File: config.mk
export PLATFORM = sky130hd
export DESIGN_NAME = bundler_ctrl
export DESIGN_NICKNAME = d
export VERILOG_FILES = /design/src/rtl/hdc_pkg.sv /design/src/rtl/dim_chunk_counter.sv /design/src/rtl/bundler_ctrl.sv
export SDC_FILE = /design/constraint.sdc
export NUM_CORES = 1
export LEC_CHECK = 0
export ABC_AREA = 1
export CAP_MARGIN = 25
export CORE_ASPECT_RATIO = 1.2
export CORE_MARGIN = 1
export CORE_UTILIZATION = 35
export DETAILED_ROUTE_END_ITERATION = 12
export DONT_BUFFER_PORTS = 1
export PLACE_DENSITY_LB_ADDON = 0.15
export SLEW_MARGIN = 40
export SYNTH_ARGS = -nofsm -noshare
export SYNTH_HDL_FRONTEND = slang
export SYNTH_SLANG_ARGS = --single-unit
File: constraint.sdc
create_clock -name clk -period 1.5 [get_ports clk]
set_clock_uncertainty 0.1 [all_clocks]
set_input_delay 0.15 -clock clk [delete_from_list [all_inputs] [get_ports clk]]
set_output_delay 0.15 -clock clk [all_outputs]
set_load 0.02 [all_outputs]
File: src/rtl/hdc_pkg.sv
// Shared hypervector-encoder types: bundler state encoding and chunk-count helper.
package hdc_pkg;

  typedef enum logic [1:0] {
    BND_IDLE = 2'd0,
    BND_RUN  = 2'd1,
    BND_DONE = 2'd2
  } bundler_state_t;

  function automatic int num_chunks(input int dimensions, input int par_bits);
    return dimensions / par_bits;
  endfunction

endpackage

File: src/rtl/dim_chunk_counter.sv
// Dimension chunk offset register: steps by PAR_BITS, flags the final chunk.
// Latency: d updates one cycle after clr/adv; last is combinational on d.
// Backpressure: adv low holds d; adv on the last chunk returns d to 0.
module dim_chunk_counter
  import hdc_pkg::*;
#(
  parameter int DIMENSIONS = 10000,
  parameter int PAR_BITS   = 10,
  parameter int DW         = $clog2(DIMENSIONS)
) (
  input  logic          clk,
  input  logic          rst,
  input  logic          clr,
  input  logic          adv,
  output logic [DW-1:0] d,
  output logic          last
);

  localparam logic [DW-1:0] LAST_D = DW'(DIMENSIONS - PAR_BITS);
  localparam logic [DW:0]   STEP   = (DW+1)'(PAR_BITS);

  logic [DW-1:0] d_q;
  logic [DW:0]   d_inc;

  assign d_inc = {1'b0, d_q} + STEP;
  assign last  = (d_q == LAST_D);
  assign d     = d_q;

  // Advancing from the last chunk (or on any carry out) clears instead of wrapping.
  always_ff @(posedge clk or posedge rst) begin
    if (rst) begin
      d_q <= '0;
    end else if (clr || (adv && (last || d_inc[DW]))) begin
      d_q <= '0;
    end else if (adv) begin
      d_q <= d_inc[DW-1:0];
    end
  end

endmodule

File: src/rtl/bundler_ctrl.sv
// Bundler sequencer: walks d over the hypervector in PAR_BITS chunks, pulses done.
// Latency: start -> done in NUM_CHUNKS+1 cycles; outputs decode registered state only.
// Backpressure: with BUNDLER_CTRL_BACKPRESSURE_EN, RUN holds d while out_ready is low.
module bundler_ctrl
  import hdc_pkg::*;
#(
  parameter int DIMENSIONS = 10000,
  parameter int PAR_BITS   = 10
) (
  input  logic                          clk,
  input  logic                          rst,
  input  logic                          start,
  input  logic                          abort,
`ifdef BUNDLER_CTRL_BACKPRESSURE_EN
  input  logic                          out_ready,
`endif
  output logic [1:0]                    state,
  output logic [$clog2(DIMENSIONS)-1:0] d,
  output logic                          chunk_valid,
  output logic                          chunk_last,
  output logic                          busy,
  output logic                          done
);

  localparam int DW         = $clog2(DIMENSIONS);
  localparam int NUM_CHUNKS = num_chunks(DIMENSIONS, PAR_BITS);

  generate
    if ((DIMENSIONS % PAR_BITS != 0) || (NUM_CHUNKS < 1)) begin : g_bad_params
      $error("bundler_ctrl: DIMENSIONS must be a non-zero multiple of PAR_BITS");
    end
  endgenerate

  bundler_state_t state_q, state_d;
  logic           adv;
  logic           ctr_clr;
  logic           ctr_adv;
  logic           ctr_last;

`ifdef BUNDLER_CTRL_BACKPRESSURE_EN
  assign adv = out_ready;
`else
  assign adv = 1'b1;
`endif

  always_comb begin
    state_d = state_q;
    ctr_clr = 1'b0;
    ctr_adv = 1'b0;
    case (state_q)
      BND_IDLE: begin
        ctr_clr = 1'b1;
        if (start && !abort) state_d = BND_RUN;
      end
      BND_RUN: begin
        if (abort) begin
          state_d = BND_IDLE;
          ctr_clr = 1'b1;
        end else if (adv) begin
          ctr_adv = 1'b1;
          if (ctr_last) state_d = BND_DONE;
        end
      end
      BND_DONE: begin
        state_d = BND_IDLE;
        ctr_clr = 1'b1;
      end
      default: begin
        state_d = BND_IDLE;
        ctr_clr = 1'b1;
      end
    endcase
  end

  always_ff @(posedge clk or posedge rst) begin
    if (rst) state_q <= BND_IDLE;
    else     state_q <= state_d;
  end

  dim_chunk_counter #(
    .DIMENSIONS (DIMENSIONS),
    .PAR_BITS   (PAR_BITS),
    .DW         (DW)
  ) u_counter (
    .clk  (clk),
    .rst  (rst),
    .clr  (ctr_clr),
    .adv  (ctr_adv),
    .d    (d),
    .last (ctr_last)
  );

  assign state       = state_q;
  assign chunk_valid = (state_q == BND_RUN);
  assign chunk_last  = (state_q == BND_RUN) && ctr_last;
  assign busy        = (state_q == BND_RUN) || (state_q == BND_DONE);
  assign done        = (state_q == BND_DONE);

endmodule
---- Word-level counts from Yosys, hierarchy flattened ----
Cells that the tools add are included.
operators by class
  add/sub/neg operators ................... 1
  eq/ne operators ......................... 5
  muxes and demuxes ....................... 10
  reduce and logical (&&, ||, !) cells .... 10
operator list
  kind                     count
  $mux W14                 2
  $add A14 B4 Y15 const B  1
  $eq A14 B14 Y1 const B   1
  $mux W2                  3
  $mux W1                  4
  $pmux W2 S2              1
  $logic_and A1 B1 Y1      3
  $logic_or A1 B1 Y1       3
  $ne A3 B2 Y1 const B     1
  $eq A2 B1 Y1 const B     1
  $eq A2 B2 Y1 const B     1
  $logic_not A2 Y1         1
  $ne A2 B2 Y1 const B     1
  $reduce_and A2 Y1        1
  $reduce_bool A2 Y1       1
  $logic_not A1 Y1         1
storage, ports and cells
  register bits ........................... 16
  input port bits ......................... 4
  output and inout bits ................... 20
  logic and storage cells ................. 28

---- Longest topological paths before layout ----
  word-level depth ........................ 5
  depth in mapped cells ................... 9

---- Cells and area by module ----
From an unflattened synthesis, not the netlist that was laid out.
second synthesis, totals
  cell total of the unflattened synthesis .. 159
  area total of the unflattened synthesis .. 1,077.3 sq um
by module, submodules not included
  module             instances  cells an instance  area each (sq um)
  dim_chunk_counter  1          132                880.8
  bundler_ctrl       1          27                 196.4

---- Worst setup path before layout ----
Ideal clock, no wire load.
  path kind ............................... reg2reg
  from .................................... reg state_q[1] (netlist: state[1])
  to ...................................... reg u_counter.d_q[13] (netlist: u_counter.d[13])
  arrival ................................. 1.442 ns
  slack ................................... -0.113 ns
  cell stages (with the launch flop) ...... 8
  period minus slack after synthesis ...... 1.613 ns
  cell sequence ........................... dfrtp_1 inv_1 ha_1 inv_1 nor2_1 nand3_2 buf_6 nor2_1
between the ends
  cells in the longest elaborated chain, start to end .. 5
  elaborated cells between the ends (all ways) .. 7
  classes of those cells .................. eq/ne (1); mux (3); reduce/logical (3)
ends and longest elaborated chain
  what                                                   RTL line                 source
  start, declared                                        bundler_ctrl.sv:34       bundler_state_t state_q, state_d;
  start signal, assigned                                 bundler_ctrl.sv:77       else state_q <= state_d;
  $eq A2 B1 Y1 (*)                                       n/a
  via chunk_valid                                        bundler_ctrl.sv:19       output logic chunk_valid,
  $mux W1                                                bundler_ctrl.sv:50       case (state_q)
  $logic_and A1 B1 Y1                                    dim_chunk_counter.sv:33  end else if (clr || (adv && (last || d_inc[DW]))) begin
  $logic_or A1 B1 Y1                                     dim_chunk_counter.sv:33
  $mux W14 / $reduce_bool A2 Y1 (equally long branches)  n/a
  end signal, assigned                                   dim_chunk_counter.sv:36  d_q <= d_inc[DW-1:0];
  end, declared                                          dim_chunk_counter.sv:22  logic [DW-1:0] d_q;
Mark *: on every way through the listed nets, which the timed path passes. The rest lies on a longest branch.
A chain may end at the register's enable or synchronous reset.

---- Final worst setup path ----
  from .................................... reg state_q[1] (netlist: state[1])
  to ...................................... out chunk_last
between the ends
  cells in the longest elaborated chain, start to end .. 2
ends and longest elaborated chain
  what                 RTL line            source
  $eq A2 B1 Y1         bundler_ctrl.sv:95  assign chunk_last = (state_q == BND_RUN) && ctr_last;
  $logic_and A1 B1 Y1  bundler_ctrl.sv:95
  end, declared        bundler_ctrl.sv:20  output logic chunk_last,
Every way passes these cells.

==> metrics.txt <==
status=finished, violations left; failing checks=setup timing; Cells after DPL=156; highest clock rate=663.8 MHz; H-tree depth=1; Post-Synthesis Cells=106; leakage=0.5688 nW; DRC viols=0; transition time of the tightest slew-check pin=0.5724 ns; Final setup viols=1; clock sink total=15; reg2reg end=state[1]; chip width=46.84 um; WHS Path Cells=3; largest net degree at the start of global routing=16; minimum clock period=1.506 ns; max cap viols=0; slew margin rel.=61.80%; Synth area leaders=dfrtp_1, nor2_1, nand2_1; Synth Register Bits=15; grt total ovfl=0; DR pass1 iterations=4; Cell Area, Synth=844.6 um^2; RSZ-0062 raised after global routing=yes; die extent in y=55.81 um; CP Max Fanout=2; first-pass GRT wire length=2.918 mm; total wire length=1.766 mm; worst r2r src=state[0]; reg2reg path depth=8; RD Place Congestion=0.7391; worst hold-check path type=in2reg; Inserted Diodes=0; Final Slew Violations=0; area of placed instances=1028 um^2; Peak supply drop=0.7448 mV; Unique masters post-synth=19; share of post-route cells with drive strength above 1=30.88%; setup ws final=-0.006404 ns; YS warnings=0; CTS Buf Count=3; crit path DAT=1.26 ns; worst endpoint required time=1.25 ns; fin nets=145; crit path kind=reg2out; vias per cell=4.347; Detail Route Antenna Nets=0; Port Buffers=0; Setup crit end kind=primary output; number of global-route vias before repair=691; top cell type's share of synthesized area=44.44%; global-route usage over all layers=15.31%; initial antenna violation count=0; I/O pin count=24; Critical Path Source Type=flop; Final Non-Filler Cells=167; Worst R2R Setup Slack=0.10 ns; post-route clock period utilization=100.4%; Worst Hold Path EP=u_counter.d[6]; DP HPWL=1.313 mm; violation count after the first detailed-route iteration=2; DR WL/cell=10.57 um; Avg Cell Area, Syn=7.968 um^2; min-delay src=abort; synthesis-to-finish area growth=36.74%; row count=19; Final Hold Vio Count=0; dominant cell type by area after synthesis=dfrtp_1; Mapped Nets=114; Final Cell Area=1155 um^2; CTS tree=built; Core Box Area=2282 um^2; Seq/Total Area, Yosys=44.44%; clk_lat worst skew=0.28 ns; die area=2614 um^2; Worst-path clk slew=0.09 ns; pwr dens=1134 nW/um^2; CTS max path bufs=2; Fin Setup TNS=-0.006404 ns; Setup WS pre-CTS=0.06184 ns; CTS root buf=clkbuf_4; initial core utilization=37.01%; routed via count=726
## metrics by stage
step	hold WS [ns]	util, %	total power, W
finish	0.02852	50.60	0.001309
global route	0.04341	50.60	0.001406
CTS	0.07145	48.63	0.001286
detailed placement	0.03666	45.07	0.001037
global placement	0.03121	45.07	0.001025
floorplan	-0.04859	-	0.0008774
## registers in the layout, summed over array words and instances (netlist names)
signal and cells:
u_counter.d 13, state 2
## cells by family after synthesis
logic type               synth area share [%]
AO/OA/AOI/OAI                           2.073
AND/OR/NAND/NOR                         28.74
XOR/XNOR                                10.37
other                                  0.4440
flip-flops                              44.44
buffers and inverters                   7.999
adder cells (fa/ha/maj)                 5.926
## final cells by class
cell class                      count  area [um^2]
Timing Repair Buffer               28        212.7
Tap cell                           31        38.79
Multi-Input combinational cell     76        451.7
Sequential cell                    15        376.6
Inverter                           13        48.80
Fill cell                         252         1127
Clock buffer                        4        26.28
## metal layers
layer	vias to the layer above	GRT usage (%)	share of wire [%]
met1	328	20.13	44
li1	381	-	-
met3	2	2.273	4.4
met5	-	0	0
met2	15	23.81	51
met4	0	7.347	0.91
## where the power goes
part / switching (W) / internal, W / total, W
registers: 0.0000404 / 0.000451 / 0.000491
logic: 0.000360 / 0.000229 / 0.000589
clock network: 0.000126 / 0.000103 / 0.000230
total: 0.000527 / 0.000783 / 0.00131
## timing repair
item	CTS	global route
hold buffers	1	0
pin swaps	1	5
endpoints found under the hold margin	15	0
gates resized for setup	0	9
endpoints found under the setup margin	1	13
buffers inserted	6	0
## cells in the final DEF (no fill, tap or decap)
master,n
nand3_4,1
inv_1,12
nand2_2,1
ha_2,1
ha_4,1
dfrtp_2,1
conb_1,1
inv_2,1
xor2_1,8
nor2_2,2
nand2_1,22
o21bai_1,1
clkbuf_1,1
nand4_1,2
dfrtp_1,14
o21ai_0,1
ha_1,2
nand3_2,1
xnor2_1,2
clkbuf_4,3
nand3_1,4
dlygate4sd3_1,1
nor2_4,3
buf_4,27
nor2_1,22
a21oi_1,1
## worst max-delay path by stage
| stage | from | to | slack [ns] | depth (start not counted) |
|---|---|---|---|---|
| floorplan | state[1] | u_counter.d[13] | 0.02 | 7 |
| global placement | u_counter.d[1] | u_counter.d[11] | 0.08 | 6 |
| detailed placement | u_counter.d[1] | u_counter.d[11] | 0.06 | 6 |
| CTS | state[1] | chunk_last | 0.005 | 5 |
| global route | u_counter.d[6] | chunk_last | -0.11 | 6 |
| finish | state[1] | chunk_last | -0.006 | 5 |
## synthesized netlist by cell type
cell and n:
buf_6 1, inv_1 12, xor2_1 8, nor2_2 2, nand2_2 1, nand2_1 22, nand3_2 1, dfrtp_1 15
o21bai_1 1, buf_4 1, nor2_1 25, conb_1 1, a21oi_1 1, o21ai_0 1, nand3_1 5, ha_1 4
inv_2 1, xnor2_1 2, nand4_1 2
## worst max-delay path, cell delays in order, from the launching register on
cell and delay [ns]:
dfrtp_2 0.41, inv_1 0.08, ha_2 0.17, inv_1 0.07
nor2_1 0.11, buf_4 0.14
(Power assumes the default switching activity.)
==> RTL edit 1 (same flow settings) <==
Register the outputs `chunk_valid`, `chunk_last`, `busy` and `done`, without a reset; this adds one clock of latency there. The other outputs are not delayed to match. Comments in the files are not updated.
--- a/src/rtl/bundler_ctrl.sv
+++ b/src/rtl/bundler_ctrl.sv
@@ -93,6 +93,8 @@
   assign state       = state_q;
-  assign chunk_valid = (state_q == BND_RUN);
-  assign chunk_last  = (state_q == BND_RUN) && ctr_last;
-  assign busy        = (state_q == BND_RUN) || (state_q == BND_DONE);
-  assign done        = (state_q == BND_DONE);
+  always_ff @(posedge clk) begin
+    chunk_valid <= (state_q == BND_RUN);
+    chunk_last  <= (state_q == BND_RUN) && ctr_last;
+    busy        <= (state_q == BND_RUN) || (state_q == BND_DONE);
+    done        <= (state_q == BND_DONE);
+  end
 
Behaviour: not the same (Yosys sat finds a counterexample within 4 cycles, from zero or initial values and one cycle with rst high).
==> RTL edit 1 against the original RTL <==
Setup slack better by 0.13 ns. Routed wire length is 2.9% higher. Global-route usage is 0.97 points lower. Total power is 7.2% higher. First-iteration DRC count grew to 4.5 times the old value. Synthesized area is 10% higher. Maximum frequency is 9.7% higher. Count of clock-buffer cells in the layout is 1 lower. Sequential cell count is 4 higher. Cell area is 2.6% higher.
==> RTL edit 1: results <==
metrics = {
    "synthesis": {
        "synth.area.mux_share_pct": 0,
        "synthAdderAreaFrac_pct": 5.38,
        "synthTopCellsByCount": "nor2_1, nand2_1, dfrtp_1, inv_1, xor2_1",
        "ys_warn_count": 0,
        "synth_most_common_cell": "nor2_1",
        "ys_types": 20,
        "synth_area_leaders": "dfrtp_1, nor2_1, nand2_1",
        "synth-compound-area-share_pct": 1.62,
        "synth_nets": 120,
        "synthArstFlopShare_pct": 78.9,
        "synth_edf_count": 0,
        "synth.avg_cell_area_um2": 8.30,
        "synth_xor_area_share_pct": 9.42,
        "synth-seq-area-share_pct": 49.0,
    },
    "layout": {
        "drive_gt1_share_pct": 27.0,
        "largest_reg_flops": 13,
        "n_antenna_cell": 0,
        "fin_cells": 170,
        "final_nets": 146,
    },
    "power_and_ir_drop": {
        "intPower_uw": 872,
        "ir_drop_mv": 0.871,
        "p_leak_nw": 0.562,
    },
    "timing": {
        "max-slew-margin-rel_pct": 61.4,
        "hold_slack_ns": 0.0632,
    },
    "min_path": {
        "hold_class": "input pin to flip-flop",
        "min_to": "state[1]",
        "holdCritStartpoint": "abort",
    },
    "placed_design": {
        "dpl.hpwl_mm": 1.40,
        "dp_cells": 162,
        "dp_slack_ns": 0.0739,
        "finalWeightedCongestion": 0.733,
        "placed_cell_area_um2": 1090,
    },
    "clocking": {
        "cts-root-buf": "clkbuf_4",
        "clock_latency_ns": 0.29,
        "numCtsBuffers": 3,
        "clock_path_buffers": 2,
        "clk_pin_slew_worst_paths_ns": 0.11,
    },
    "route": {
        "wl_met1_um": 751,
        "dr_wl_met2_um": 973,
        "wl_mm": 1.82,
        "vias_per_cell": 4.36,
        "drt-initial-drc-count": 9,
        "top_layer_used": "met4",
        "wl_met3_um": 72,
        "dr.pass1.iters": 4,
    },
    "grt": {
        "grt_use_total_pct": 14.3,
        "grt_pass1_wl_mm": 3.13,
        "grt_max_degree": 16,
        "grt_pass1_vias": 706,
    },
    "critical_path": {
        "cp_slowest_cell": "dfrtp_1",
        "reg2reg_to": "u_counter.d[11]",
        "r2r_setup_slack_ns": 0.13,
        "slowest_delay_ns": 0.39,
        "r2r_start": "u_counter.d[2]",
        "cp_max_fo": 5,
        "cp.arrival_ns": 1.45,
        "cpLargestDelayFamily": "flip-flops",
        "worstRegToRegCells": 6,
    },
    "status": {
        "status": "finished, final reports clean",
    },
}
[RTL edit 1: cell types whose count changed after synthesis, sizes merged]
cell / before / now
o21ai: 1 / 2
nor2: 27 / 26
nand3: 6 / 7
o21bai: 1 / 0
nand4: 2 / 1
nor3: 0 / 1
dfxtp: 0 / 4
inv: 13 / 14
nand2: 23 / 24
[RTL edit 1: worst reg2reg max path, cell delays in order, from the launching register on]
cell and delay [ns]:
dfrtp_1 0.39, ha_2 0.21, nor2_2 0.05, nor2_4 0.17, nand3_1 0.11, xor2_1 0.17, nor2_1 0.06
[RTL edit 1: power by group through the flow]
stage	clock network [mW]	logic [mW]	registers (mW)
2_1_floorplan	0	0.226	0.758
5_1_grt	0.296	0.529	0.701
4_1_cts	0.278	0.433	0.694
6_report	0.255	0.458	0.691
3_3_place_gp	0	0.424	0.702
3_5_place_dp	0	0.426	0.704
[RTL edit 1: stage by stage]
| stage | setup TNS [ns] | power, mW |
|---|---|---|
| after floorplan | 0 | 0.984 |
| after global placement | 0 | 1.13 |
| after detailed placement | 0 | 1.13 |
| after CTS | 0 | 1.41 |
| after global routing | -0.00850 | 1.53 |
| final | 0 | 1.40 |
[RTL edit 1: final cells by class]
| class | count | area (um^2) |
|---|---|---|
| clock buffers | 3 | 22.5 |
| clock inverters | 1 | 7.51 |
| fillers | 257 | 1340 |
| inverters | 14 | 52.6 |
| multi-input cells | 77 | 428 |
| flip-flops and latches | 19 | 455 |
| well taps | 33 | 41.3 |
| repair buffers | 23 | 178 |
[RTL edit 1: cells by family after synthesis]
group           count (synthesis)
compound gates                  3
other cells                     1
simple gates                   59
flops                          19
fa+ha+maj                       4
buf+inv                        16
xor+xnor                       10
[RTL edit 1: how the worst max path moves through the flow]
stage / depth (start not counted) / from / slack [ns] / end
after global placement: 8 / u_counter.d[5] / 0.10 / u_counter.d[11]
after detailed placement: 8 / state[1] / 0.07 / u_counter.d[10]
after global routing: 6 / u_counter.d[6] / -0.007 / u_counter.d[11]
final: 6 / u_counter.d[2] / 0.13 / u_counter.d[11]
after CTS: 8 / state[1] / 0.03 / u_counter.d[10]
after floorplan: 9 / state[1] / 0.05 / u_counter.d[1]
[RTL edit 1: layer usage]
layer | vias up | global-route usage [%]
met5 | - | 0
met4 | 0 | 6.30
met3 | 2 | 2.58
met2 | 14 | 25.0
met1 | 336 | 17.4
li1 | 389 | -
[RTL edit 1: what timing repair did]
item                                    4_1_cts  5_1_grt
hold endpoints to repair                     16        0
resized for setup                             0        7
hold buffers                                  2        0
buffers inserted                              0        2
endpoints found under the setup margin        0       13
==> RTL edit 2 (same flow settings) <==
Without the edit above. `DIMENSIONS` is set to 10000 in 2 places; all go to 2500.
--- a/src/rtl/dim_chunk_counter.sv
+++ b/src/rtl/dim_chunk_counter.sv
@@ -6,3 +6,3 @@
 #(
-  parameter int DIMENSIONS = 10000,
+  parameter int DIMENSIONS = 2500,
   parameter int PAR_BITS   = 10,
--- a/src/rtl/bundler_ctrl.sv
+++ b/src/rtl/bundler_ctrl.sv
@@ -6,3 +6,3 @@
 #(
-  parameter int DIMENSIONS = 10000,
+  parameter int DIMENSIONS = 2500,
   parameter int PAR_BITS   = 10
Ports: changed (resized d); port bits go from 24 to 22. No check against the original RTL was run, so the function may have changed too.
==> RTL edit 2 against the original RTL <==
The flow still finishes with violations (setup timing). Setup slack worse by 0.092 ns. Synthesized area shrank 5.6%. Sequential power down 8.8%. Cell area decreased by 5.3%. Sequential cell count shrank 2. Non-clock buffer count down 3. Routed wire length grew 9.5%. Count of clock-buffer cells in the layout unchanged. Total power rose by 1.0%. Critical path depth unchanged. Sequential share of layout area decreased by 2.6 points. Register-to-register slack hardly changed. Critical endpoint unchanged. Highest routed layer unchanged.
==> RTL edit 2: results <==
metrics = {
    "status": {
        "status": "finished, violations left",
        "violations": "setup timing",
    },
    "route": {
        "dr_wl_met2_um": 987,
        "drt-initial-drc-count": 9,
        "wl_met3_um": 98,
        "vias_per_cell": 4.82,
        "wl_met1_um": 802,
    },
    "critical_path": {
        "r2r_start": "u_counter.d[2]",
        "reg2reg_to": "u_counter.d[5]",
        "cp.arrival_ns": 1.35,
    },
    "synthesis": {
        "synth-compound-area-share_pct": 6.59,
        "synth-seq-area-share_pct": 40.8,
        "synth_nets": 104,
        "synth_area_leaders": "dfrtp_1, nand2_1, nor2_1",
        "synthTopCellsByCount": "nand2_1, nor2_1, dfrtp_1, inv_1, nand3_1",
        "synthAdderAreaFrac_pct": 6.28,
    },
    "grt": {
        "grt_use_total_pct": 18.2,
        "grt_use_met3_pct": 2.97,
    },
    "layout": {
        "largest_reg_flops": 11,
        "drive_gt1_share_pct": 39.5,
    },
    "power_and_ir_drop": {
        "p_leak_nw": 0.567,
        "intPower_uw": 755,
    },
    "timing": {
        "setup_slack_ns": -0.0982,
        "finalSetupViolations": 2,
        "max-slew-margin-rel_pct": 64.1,
    },
    "placed_design": {
        "dpl.hpwl_mm": 1.39,
    },
}
RTL edit 2: cell types whose count changed in the layout (fill, tap and decap cells not counted), moves of 2 or more:
| cell | unedited run | this run |
|---|---|---|
| nand4_1 | 2 | 4 |
| nand2_1 | 22 | 17 |
| nor2_1 | 22 | 14 |
| dfrtp_1 | 14 | 11 |
| nand2_2 | 1 | 3 |
| buf_4 | 27 | 23 |
| nand2_4 | 0 | 3 |
| inv_2 | 1 | 3 |
| inv_1 | 12 | 8 |
| xor2_1 | 8 | 4 |
RTL edit 2: worst max-delay path: stages, from the launching register on:
cell	delay (ns)
dfrtp_1	0.39
inv_2	0.08
ha_4	0.14
inv_4	0.04
nor4_4	0.24
buf_4	0.18
RTL edit 2: cell type report:
cell class	count	area [um^2]
fillers	223	1000
multi-input cells	70	462
flip-flops and latches	13	328
repair buffers	25	193
inverters	12	47.5
well taps	30	37.5
clock buffers	4	26.3
RTL edit 2: power by group through the flow:
stage	Clock, mW	Sequential [mW]	Combinational (mW)
floorplan	0	0.511	0.352
global placement	0	0.450	0.565
detailed placement	0	0.453	0.567
CTS	0.237	0.446	0.660
global route	0.239	0.453	0.714
finish	0.225	0.448	0.649
RTL edit 2: through the flow:
stage | cell area (um^2) | worst slack (ns) | TNS (ns) | instances
4_1_cts | 1080 | -0.119 | -0.153 | 153
5_1_grt | 1090 | -0.139 | -0.202 | 154
3_5_place_dp | 972 | 0.0737 | 0 | 141
2_1_floorplan | 822 | 0.0212 | 0 | 96
3_3_place_gp | 972 | 0.0403 | 0 | 141
6_report | 1090 | -0.0982 | -0.117 | 154
RTL edit 2: repair_timing:
action / 4_1_cts / 5_1_grt
hold buffers: 2 / 0
setup buffers: 6 / 1
gates resized for setup: 7 / 2
endpoints found under the setup margin: 1 / 4
endpoints found under the hold margin: 15 / 0
pin swaps: 1 / 0
